===== config.mk =====
export PLATFORM = sky130hd
export DESIGN_NAME = rr_gnt_arbiter
export DESIGN_NICKNAME = d
export VERILOG_FILES = /design/src/rtl/arb_pkg.sv /design/src/rtl/rr_pick_comb.sv /design/src/rtl/rr_gnt_arbiter.sv
export SDC_FILE = /design/constraint.sdc
export NUM_CORES = 1
export LEC_CHECK = 0
export CAP_MARGIN = 20
export CORE_MARGIN = 2
export CORE_UTILIZATION = 69
export CTS_BUF_LIST = sky130_fd_sc_hd__clkbuf_4
export CTS_CLUSTER_DIAMETER = 40
export DETAILED_ROUTE_END_ITERATION = 10
export DONT_BUFFER_PORTS = 1
export GPL_ROUTABILITY_DRIVEN = 0
export HOLD_SLACK_MARGIN = 0.15
export PLACE_DENSITY = 0.95
export SETUP_SLACK_MARGIN = 0.2
export SLEW_MARGIN = 10
export SYNTH_ARGS = -nofsm -noshare
export SYNTH_HDL_FRONTEND = slang
export SYNTH_SLANG_ARGS = --single-unit
export TNS_END_PERCENT = 30

===== constraint.sdc =====
create_clock -name clk -period 3.8 [get_ports clk]
set_input_delay 0.76 -clock clk [delete_from_list [all_inputs] [get_ports clk]]
set_output_delay 0.76 -clock clk [all_outputs]
set_load 0.02 [all_outputs]

===== src/rtl/arb_pkg.sv =====
// Shared definitions for the round-robin grant arbiters.
//   arb_state_e  : arbiter FSM states (IDLE = no owner, GRANT = one owner)
//   pick_t       : result of a rotating priority search (found flag + index)
//   rr_pick()    : rotating priority search over the low n bits of a request
//                  vector, starting at ptr and wrapping from n-1 back to 0
package arb_pkg;

  typedef enum logic [0:0] {IDLE, GRANT} arb_state_e;

  localparam int N_REQ_DEFAULT    = 4;
  localparam int MAX_HOLD_DEFAULT = 8;

  // Widest request vector the shared search supports.
  localparam int PICK_MAX = 32;
  localparam int PICK_W   = 5;

  typedef struct packed {
    logic              found;
    logic [PICK_W-1:0] idx;
  } pick_t;

  // The loop always runs over PICK_MAX positions so it unrolls to fixed
  // hardware; positions at or beyond n are masked out. Because ptr < n and
  // only k < n is considered, a single subtraction performs the wrap.
  function automatic pick_t rr_pick(input logic [PICK_MAX-1:0] req,
                                    input logic [PICK_W-1:0]   ptr,
                                    input int                  n);
    pick_t res;
    int    j;
    res.found = 1'b0;
    res.idx   = '0;
    for (int k = 0; k < PICK_MAX; k++) begin
      j = int'(ptr) + k;
      if (j >= n) j = j - n;
      if ((k < n) && !res.found && req[j[PICK_W-1:0]]) begin
        res.found = 1'b1;
        res.idx   = j[PICK_W-1:0];
      end
    end
    return res;
  endfunction

endpackage


===== src/rtl/rr_pick_comb.sv =====
// Combinational rotating priority selector.
// Finds the first set request bit at or after ptr, wrapping past N_REQ-1.
//   req   : request vector, bit i = requester i
//   ptr   : index with highest priority this evaluation
//   sel   : winning index (0 when found is low)
//   found : at least one request bit is set
// N_REQ must lie in 2..32.
module rr_pick_comb
  import arb_pkg::*;
#(
  parameter int N_REQ = N_REQ_DEFAULT
) (
  input  logic [N_REQ-1:0]         req,
  input  logic [$clog2(N_REQ)-1:0] ptr,
  output logic [$clog2(N_REQ)-1:0] sel,
  output logic                     found
);

  pick_t pick;

  // Widen to the shared search width, then narrow the index back down.
  always_comb begin
    pick  = rr_pick(PICK_MAX'(req), PICK_W'(ptr), N_REQ);
    sel   = pick.idx[$clog2(N_REQ)-1:0];
    found = pick.found;
  end

endmodule


===== src/rtl/rr_gnt_arbiter.sv =====
// Round-robin arbiter with registered one-hot grant and tenure limit.
// An owner keeps the grant while it requests, for at most MAX_HOLD cycles.
// Every release is followed by exactly one all-zero bubble cycle, during
// which the next owner is chosen starting just after the previous owner.
//   clk       : clock, all state updates on rising edge
//   rstn      : synchronous active-low reset
//   req       : request vector, bit i = requester i
//   gnt       : registered grant, one-hot or zero
//   gnt_valid : registered, high iff gnt is non-zero
//   gnt_id    : registered owner index, 0 when no grant
//   hold_cnt  : registered cycles held by current owner (1 on first cycle)
module rr_gnt_arbiter
  import arb_pkg::*;
#(
  parameter int N_REQ    = N_REQ_DEFAULT,
  parameter int MAX_HOLD = MAX_HOLD_DEFAULT
) (
  input  logic                     clk,
  input  logic                     rstn,
  input  logic [N_REQ-1:0]         req,
  output logic [N_REQ-1:0]         gnt,
  output logic                     gnt_valid,
  output logic [$clog2(N_REQ)-1:0] gnt_id,
  output logic [7:0]               hold_cnt
);

  localparam int IDW = $clog2(N_REQ);

  arb_state_e     state;
  logic [IDW-1:0] ptr;
  logic [IDW-1:0] pick_sel;
  logic           pick_found;
  logic           release_now;
  logic [IDW-1:0] ptr_next;

  rr_pick_comb #(.N_REQ(N_REQ)) u_pick (
    .req   (req),
    .ptr   (ptr),
    .sel   (pick_sel),
    .found (pick_found)
  );

  // An owner loses the grant when it drops its request or has used its
  // full tenure; both conditions lead to the same release action.
  always_comb begin
    release_now = !req[gnt_id] || (hold_cnt == 8'(MAX_HOLD));
    ptr_next    = (gnt_id == IDW'(N_REQ - 1)) ? '0 : gnt_id + 1'b1;
  end

  // Single registered FSM. The pointer moves only on release, so a
  // requester that keeps asking is reached within N_REQ-1 tenures.
  always_ff @(posedge clk) begin
    if (!rstn) begin
      state     <= IDLE;
      gnt       <= '0;
      gnt_valid <= 1'b0;
      gnt_id    <= '0;
      hold_cnt  <= '0;
      ptr       <= '0;
    end else begin
      case (state)
        IDLE: begin
          if (pick_found) begin
            state     <= GRANT;
            gnt       <= {{(N_REQ-1){1'b0}}, 1'b1} << pick_sel;
            gnt_valid <= 1'b1;
            gnt_id    <= pick_sel;
            hold_cnt  <= 8'd1;
          end
        end
        GRANT: begin
          if (release_now) begin
            state     <= IDLE;
            gnt       <= '0;
            gnt_valid <= 1'b0;
            gnt_id    <= '0;
            hold_cnt  <= '0;
            ptr       <= ptr_next;
          end else begin
            hold_cnt  <= hold_cnt + 8'd1;
          end
        end
        default: begin
          state     <= IDLE;
          gnt       <= '0;
          gnt_valid <= 1'b0;
          gnt_id    <= '0;
          hold_cnt  <= '0;
        end
      endcase
    end
  end

endmodule


==> results of run 1 <==
-- cells in the final DEF (no fill, tap or decap), types with 2 or more instances in the layout --
cell type,synthesis,layout
clkbuf_4,0,3
a21oi_1,8,8
a21boi_1,2,2
ha_1,7,7
nand3b_1,4,4
or3_1,4,4
a31oi_1,2,2
a21boi_0,4,4
inv_1,7,7
mux4_2,2,2
mux2i_1,2,2
nand2_1,4,4
mux2_2,4,4
nor2b_1,2,2
nor3_1,2,2
o2bb2ai_1,2,2
nand3_1,5,5
nor2_1,11,11
dfxtp_1,18,18
o21ai_0,5,5
nand2b_1,3,3
and3_1,4,4
a22o_2,2,2
-- power groups by stage --
| stage | Combinational [uW] | Clock, uW | Sequential (uW) |
|---|---|---|---|
| after floorplan | 131 | 0 | 246 |
| after CTS | 145 | 92.8 | 252 |
| final | 146 | 90.5 | 253 |
| after detailed placement | 142 | 0 | 256 |
| after global routing | 164 | 97.6 | 256 |
| after global placement | 138 | 0 | 255 |
-- final timing paths --
kind	endpoint	startpoint	slack (ns)
worst max-delay path	hold_cnt[2]	ptr[0]	1.13
worst max register to register	hold_cnt[2]	ptr[0]	1.13
worst min-delay path	gnt[0]	gnt[0]	0.57
worst min register to register	gnt[0]	gnt[0]	0.57
-- state kept, by name, summed over array words and instances (netlist names) --
name / cells
gnt_valid: 1
ptr: 2
gnt_id: 2
state: 1
gnt: 4
hold_cnt: 8
-- logic make-up after synthesis --
| kind of cell | count (synthesis) |
|---|---|
| fa+ha+maj | 7 |
| simple gates | 44 |
| compound gates | 32 |
| mux | 9 |
| flops | 18 |
| buf+inv | 10 |
| xor+xnor | 1 |
-- metrics by stage --
step | std cells | hold slack (ns) | util
2_1_floorplan | 121 | 0.542 | -
3_3_place_gp | 134 | 0.556 | 0.735
3_5_place_dp | 134 | 0.557 | 0.735
4_1_cts | 137 | 0.574 | 0.750
5_1_grt | 137 | 0.580 | 0.750
6_report | 137 | 0.571 | 0.750
-- metal layers --
layer,track usage,part of all wire,up-vias
met1,0.336,0.43,448
met5,0,0,-
met2,0.421,0.49,35
met4,0.121,0.020,0
li1,-,-,450
met3,0.0694,0.056,6
-- cell type report --
type	count	area, um^2	area share
multi-input combinational	93	713	0.624
sequential	18	360	0.315
tap	16	20.0	0.0175
inverter	7	26.3	0.0230
clock buffer	3	22.5	0.0197
==> flow_metrics.tcl, run 1 <==
set metrics [dict create \
    status "finished, final reports clean" \
    yosys-top-cells-area "dfxtp_1 32%, ha_1 7.8%, mux2_2 4.0%, mux4_2 4.0%, nor2_1 3.7%" \
    syn_area_um2 1130 \
    yosysTopAreaCellShare 0.320 \
    yosysWarnings 0 \
    combPwrFrac 0.298 \
    grt_pass1_wl_um 3860 \
    worstMarginPinSlew_ns 0.555 \
    drt_wl_total_um 2310 \
    cts_root_buf "clkbuf_4" \
    finalPower_uw 489 \
    wl_per_cell_um 16.8 \
    max_freq_ghz 0.375 \
    cpMaxStageDelayCell "dfxtp_1" \
    cts_buffers 3 \
    ys_seq_area_frac 0.320 \
    final_nets 136 \
    rsz0062_at_grt "no" \
    crit_required_ns 4.03 \
    syn_nets 134 \
    criticalPathCategory "reg -> reg" \
    cts_buffer_depth 2 \
    synth_edf_count 0 \
    diodes 0 \
    slowest_delay_ns 0.68 \
    synth_ff_type "dfxtp_1" \
    syn_area_per_cell_um2 9.32 \
    finalSetupTns_ns 0 \
    hp-class "reg -> reg" \
    place_area_um2 1120 \
    layout_setup_ws_ns 1.13 \
    synth_cells 121 \
    slew_headroom 0.630 \
    num_vias 939 \
    dpl_worst_slack_ns 1.19 \
    period_minus_slack_ns 2.67 \
    io_buffers 0 \
    synth_commonest_cells "18 x dfxtp_1, 11 x nor2_1, 8 x a21oi_1" \
    drive_above_1_share 0.124 \
    hold-path-cell-count 1 \
    p_sw_frac 0.362 \
    synth_cell_types 38 \
    critical-path-top-delay-family "compound AO/OA/AOI/OAI gates" \
    synthSimpleGateAreaFrac 0.225 \
    drt-pass1-iter-count 4 \
    grt_pass1_vias 875 \
    dieArea_um2 1970 \
    post-dp-hpwl_um 1710 \
    synth_seq_cells 18 \
    synth_top_family_by_area "simple AND/OR/NAND/NOR gates" \
    drt_iter0_drc 26 \
    area_delta_synth_final_pct 1.33 \
    synth_compound_area_frac 0.201 \
    io_pins 21 \
    ir_worst_vdd_v 0.000310 \
    yosys-mux-area-fraction 0.121 \
    core_um2 1520 \
    end_kind "flop" \
    grtUsageTotal 0.265 \
    synthAdderAreaFrac 0.0777 \
    cts_tree "yes" \
    crit_fanout 13 \
    synth_xor_area_frac 0.00777 \
    die-width_um 44.4 \
    yosys.cell_count.top_type "dfxtp_1" \
    worstSetupPathDepth 8 \
    p_int_uw 312 \
    worstPathArrival_ns 2.89 \
    fill_cells 111 \
    vias_per_cell 6.85 \
    fin_crit_sh 0.702 \
    cts_hold_buf 0 \
    skew_ns 0.00355 \
    synth_top_cell_by_area "dfxtp_1" \
    finalMaxSlewViolations 0 \
    clk_pin_slew_worst_paths_ns 0.09 \
    p_sw_uw 177 \
    clkPwrFrac 0.185 \
    initial_core_util 0.740 \
    ctsResizeCount 0 \
    fp-row-count 14 \
    grt_overflow_total 0 \
    start_kind "flop" \
    crit_buf_inv 1 \
    setup_viol 0 \
    drc 0 \
    postCtsSetupBuffers 0 \
    async_flop_share 0 \
    ant_nets 0 \
    grt_max_degree 14 \
    cp_cell_sequence "inv_1, ha_1, a21boi_0, a221o_2, nor4_4, and2b_1, o21ai_0, a21oi_1" \
    maxCapViolations 0 \
    htree_levels 1 \
    clock_sinks 18 \
    p_leak_uw 0.000452 \
    antenna_found_initial 0 \
    p_per_area_nw_per_um2 428 \
    hold_violations 0 \
    die_y_um 44.4 \
    seqPwrFrac 0.517 \
    fin_area_um2 1140 \
    clock_latency_ns 0.29 \
    r2r_cells 8 \
]
Power figures use the tool's default switching activity.
==> run 2: changes to the inputs <==
CORE_UTILIZATION = 65   (was 69)
PLACE_DENSITY = 0.93   (was 0.95)
clock period = 2.73 ns   (was 3.8 ns; I/O delays follow)
==> run 2 against run 1 <==
Effect of this change:
- final area rose by 0.33%
- critical path type unchanged
- cell count rose by 0.73%
- sequential power rose by 39%
- wire length fell by 0.91%
- core utilization fell by 6.3 points
- clock skew fell by 0.0020 ns
- critical path depth fell by 1
- count of clock-buffer cells in the layout did not move
- worst hold slack got worse by 0.23 ns
==> flow_metrics.tcl, run 2 (same netlist as run 1, synthesis figures left out) <==
set metrics [dict create \
    mostFrequentLayoutCell "dfxtp_1" \
    cts_tree "yes" \
    fin_crit_sh 0.885 \
    clk_pin_slew_worst_paths_ns 0.10 \
    crit_required_ns 2.94 \
    max_freq_ghz 0.414 \
    clock_latency_ns 0.31 \
    critical-path-top-delay-family "compound AO/OA/AOI/OAI gates" \
    slew_headroom 0.619 \
    drt-pass1-iter-count 4 \
    finalMaxSlewViolations 0 \
    die_y_um 45.6 \
    grtUsageTotal 0.244 \
    grt_overflow_total 0 \
    place_inst 135 \
    final_nets 136 \
    setup_viol 0 \
    largest_register_ffs 8 \
    cts_root_buf "clkbuf_4" \
    final-seq-area_um2 362 \
    cts_hold_buf 0 \
    crit_top_cell "nor3_1" \
    crit_buf_inv 1 \
    drt_iter0_drc 35 \
    grt_pass1_wl_um 3570 \
    fill_cells 125 \
    vias_per_cell 6.75 \
    worstSetupStartpoint "ptr[1]" \
    worstPathArrival_ns 2.63 \
    worstMarginPinSlew_ns 0.566 \
    final_cell_mix "17 x dfxtp_1, 11 x nor2_1, 8 x a21oi_1" \
    cts_buffers 3 \
    finalSetupTns_ns 0 \
    hold_violations 0 \
    r2r-start "ptr[1]" \
    crit_fanout 8 \
    fp-row-count 15 \
    slowest_delay_ns 0.50 \
    criticalPathCategory "reg -> reg" \
    initial_core_util 0.675 \
    num_vias 931 \
    fin_cells 138 \
    rsz0062_at_grt "no" \
    cpMaxStageDelayCell "dfxtp_1" \
    start_kind "flop" \
    hold_path.startpoint "rstn" \
    multiInputGateArea_um2 714 \
    reg_top3 "hold_cnt (8), gnt (4)" \
    dieArea_um2 2080 \
    p_leak_uw 0.000452 \
    top_register "hold_cnt" \
    wl_per_cell_um 16.6 \
    htree_levels 1 \
    ir_worst_vdd_v 0.000440 \
    io_pins 21 \
    period_minus_slack_ns 2.42 \
    grt_pass1_vias 828 \
    skew_ns 0.00154 \
    clock_sinks 18 \
    drc 0 \
    maxCapViolations 0 \
    io_buffers 0 \
    post-dp-hpwl_um 1670 \
    grt_max_degree 14 \
    diodes 0 \
    end_kind "flop" \
    drive_above_1_share 0.140 \
    status "finished, final reports clean" \
    core_um2 1670 \
    p_per_area_nw_per_um2 605 \
    drt_wl_total_um 2280 \
    cp_cell_sequence "inv_1, ha_1, nor3_1, nor3_1, a221oi_1, nor4_1, a22o_2" \
    hp-class "in -> reg" \
    die-width_um 45.6 \
    area_delta_synth_final_pct 1.66 \
    antenna_found_initial 0 \
    ant_nets 0 \
    finalPower_uw 693 \
    cts_buffer_depth 2 \
]
-- run 2: layout make-up --
type | instances | area share
Inverter | 7 | 0.0229
Clock buffer | 3 | 0.0197
Multi-Input combinational cell | 93 | 0.623
Tap cell | 17 | 0.0186
Sequential cell | 18 | 0.316
-- run 2: power by group --
part | switching [uW] | internal (uW)
registers | 61.6 | 290
clock network | 84.8 | 51.7
logic | 111 | 94.1
total | 257 | 436
-- run 2: final timing paths --
check                 to  slack, ns  depth (start not counted)
setup / recovery  gnt[3]       0.31                          7
hold / removal     state       0.34                          2
setup reg to reg  gnt[3]       0.31                          7
hold reg to reg   gnt[1]       0.58                          1
-- run 2: worst register-to-register path, stage by stage, from the launching register on --
cell	delay [ns]
dfxtp_1	0.50
inv_1	0.11
ha_1	0.35
nor3_1	0.41
nor3_1	0.10
a221oi_1	0.42
nor4_1	0.16
a22o_2	0.28
-- run 2: metrics by stage --
| stage | hold slack [ns] | util | instance area, um^2 | setup slack, ns |
|---|---|---|---|---|
| after CTS | 0.346 | 0.685 | 1140 | 0.275 |
| after floorplan | 0.542 | - | 1130 | 0.573 |
| after detailed placement | 0.571 | 0.671 | 1120 | 0.121 |
| after global routing | 0.332 | 0.686 | 1150 | 0.212 |
| after global placement | 0.558 | 0.671 | 1120 | 0.247 |
| final | 0.344 | 0.686 | 1150 | 0.313 |
-- run 2: per-layer routing --
metal / wire, um / track usage / vias to the layer above / share of wire
met5: 0 / 0 / - / 0
met4: 50 / 0.112 / 0 / 0.022
met3: 143 / 0.0714 / 7 / 0.063
met2: 1150 / 0.417 / 37 / 0.50
met1: 938 / 0.278 / 441 / 0.41
li1: - / - / 446 / -
-- run 2: timing repair --
action                     CTS  global route
setup endpoints to repair   12            12
resized for setup            1             1
setup buffers                0             0
==> run 3: changes to the inputs <==
ABC_AREA = 1   (was not set)
==> run 3 against run 2 <==
Effect of this change:
- core utilization rose by 5.1 points
- setup slack improved by 0.13 ns
- first-iteration DRC count fell by 49%
- synthesized cell count rose by 52%
- non-clock buffer count did not move
- sequential power rose by 34%
- die area rose by 11%
- total power rose by 92%
- count of clock-buffer cells in the layout did not move
- highest routed layer unchanged
- clock power rose by 5%
- wire length rose by 23%
- maximum frequency rose by 5.8%
==> flow_metrics.tcl, run 3 <==
set metrics [dict create \
    status "finished, final reports clean" \
    worstPathArrival_ns 2.52 \
    finalPower_uw 1330 \
    cts_tree "yes" \
    period_minus_slack_ns 2.28 \
    met3_usage 0.0868 \
    finalMaxSlewViolations 0 \
    yosys-top-cells-area "dfxtp_1 29%, nand2_1 14%, ha_1 7.0%, inv_1 6.3%, a21oi_1 6.0%" \
    dieArea_um2 2300 \
    ant_nets 0 \
    skew_ns 0.00744 \
    fp-row-count 15 \
    htree_levels 1 \
    syn_area_um2 1260 \
    syn_nets 197 \
    die-width_um 48.0 \
    grt_max_degree 13 \
    r2r_cells 11 \
    busiest_layer "met2" \
    synth_commonest_cells "47 x nand2_1, 21 x inv_1, 20 x nor2_1" \
    p_int_uw 619 \
    final_cell_mix "47 x nand2_1, 21 x inv_1, 20 x nor2_1" \
    yosysTopAreaCellShare 0.287 \
    num_vias 1179 \
    synth_seq_cells 18 \
    r2r_slack_ns 0.45 \
    hp-class "in -> reg" \
    p_per_area_nw_per_um2 1020 \
    crit_fanout 11 \
    drive_above_1_share 0.151 \
    rsz0062_at_grt "no" \
    crit_required_ns 2.97 \
    postCtsSetupBuffers 0 \
    synth_cell_types 27 \
    clock_latency_ns 0.31 \
    yosysWarnings 0 \
    finalSetupTns_ns 0 \
    synth_top_cell_by_area "dfxtp_1" \
    p_sw_uw 711 \
    criticalPathCategory "reg -> reg" \
    synth_edf_count 0 \
    maxCapViolations 0 \
    grtUsageMet2 0.520 \
    r2r-start "ptr[0]" \
    ys_seq_area_frac 0.287 \
    clkPwrFrac 0.108 \
    synth_ff_type "dfxtp_1" \
    antenna_found_initial 0 \
    fin_crit_sh 0.837 \
    drc 0 \
    worstSetupStartpoint "ptr[0]" \
    final_nets 200 \
    p_sw_frac 0.534 \
    die_y_um 48.0 \
    async_flop_share 0 \
    clk_pin_slew_worst_paths_ns 0.11 \
    grtUsageTotal 0.279 \
    cts_buffers 3 \
    hold_violations 0 \
    p_leak_uw 0.000558 \
    grt_overflow_total 0 \
    end_kind "flop" \
    vias_per_cell 5.59 \
    mostFrequentLayoutCell "nand2_1" \
    worstMarginPinSlew_ns 0.564 \
    drt_iter0_drc 18 \
    io_pins 21 \
    final_util 0.737 \
    fill_cells 149 \
    drt_wl_total_um 2810 \
    grt_use_met1 0.288 \
    start_kind "flop" \
    diodes 0 \
    max_freq_ghz 0.438 \
    grt_pass1_wl_um 4520 \
    grt_pass1_vias 1100 \
    setup_viol 0 \
    reg_top3 "hold_cnt (8), gnt (4)" \
    largest_register_ffs 8 \
    ir_worst_vdd_v 0.000621 \
    clock_sinks 18 \
    post-dp-hpwl_um 2180 \
    ctsResizeCount 0 \
    slew_headroom 0.623 \
    wl_per_cell_um 13.3 \
    area_delta_synth_final_pct 3.38 \
    cp-endpoint "gnt[3]" \
    cts_root_buf "clkbuf_4" \
    top_register "hold_cnt" \
    io_buffers 0 \
    synth_cells 184 \
    cts_hold_buf 0 \
    syn_area_per_cell_um2 6.83 \
    seqPwrFrac 0.354 \
    yosys.cell_count.top_type "nand2_1" \
    initial_core_util 0.713 \
    core_um2 1760 \
    drt-pass1-iter-count 4 \
    cts_buffer_depth 2 \
    reg2reg_to "gnt[3]" \
    combPwrFrac 0.539 \
]
-- run 3: cell count changes after synthesis, moves of 5 or more --
cell	delta
a21oi_1	+7
inv_1	+14
nand2_1	+43
nand2_2	+5
nand3_1	+7
nor2_1	+9
-- run 3: cells by family after synthesis --
group           Yosys count  synth area share
compound gates           29             0.139
xor+xnor                  1           0.00697
fa+ha+maj                 7            0.0696
buf+inv                  27            0.0945
flops                    18             0.287
simple gates            102             0.403
-- run 3: layer usage --
layer	routed length [um]	vias to the layer above
li1	-	597
met1	1190	544
met2	1410	29
met3	153	9
met4	56	0
met5	0	-
-- run 3: worst max-delay path: stages (launching register included) --
cell and delay (ns):
dfxtp_1 0.69, inv_8 0.09, ha_1 0.40, inv_1 0.12
nand3_2 0.09, nand3_2 0.12, nand3_4 0.12, nand3_1 0.11
nand2_2 0.07, nor2_1 0.19, nand2_1 0.07, a21oi_1 0.12
-- run 3: how the worst min path moves through the flow --
stage | start | end | slack, ns | cells after the start
2_1_floorplan | gnt[1] | gnt[1] | 0.54 | 2
3_3_place_gp | gnt[1] | gnt[1] | 0.55 | 2
3_5_place_dp | gnt[1] | gnt[1] | 0.56 | 2
4_1_cts | rstn | hold_cnt[3] | 0.35 | 2
5_1_grt | rstn | hold_cnt[3] | 0.34 | 2
6_report | rstn | hold_cnt[3] | 0.34 | 2
-- run 3: per-stage QoR --
stage | area (um^2) | std cells | hold WS, ns | worst slack [ns]
global route | 1300 | 211 | 0.341 | 0.250
global placement | 1270 | 207 | 0.553 | 0.635
detailed placement | 1270 | 207 | 0.556 | 0.522
CTS | 1300 | 211 | 0.345 | 0.482
floorplan | 1260 | 184 | 0.540 | 0.867
finish | 1300 | 211 | 0.343 | 0.446
-- run 3: layout make-up --
cell class / count / area, um^2 / area share
Inverter: 25 / 104 / 0.0799
Multi-Input combinational cell: 139 / 778 / 0.599
Clock inverter: 1 / 3.75 / 0.00289
Clock buffer: 3 / 22.5 / 0.0173
Tap cell: 25 / 31.3 / 0.0241
Sequential cell: 18 / 360 / 0.277
-- run 3: power groups by stage --
stage | logic [uW] | registers (uW) | clock network [uW]
floorplan | 619 | 442 | 0
global placement | 672 | 472 | 0
detailed placement | 706 | 474 | 0
CTS | 710 | 468 | 143
global route | 801 | 482 | 150
finish | 717 | 470 | 143
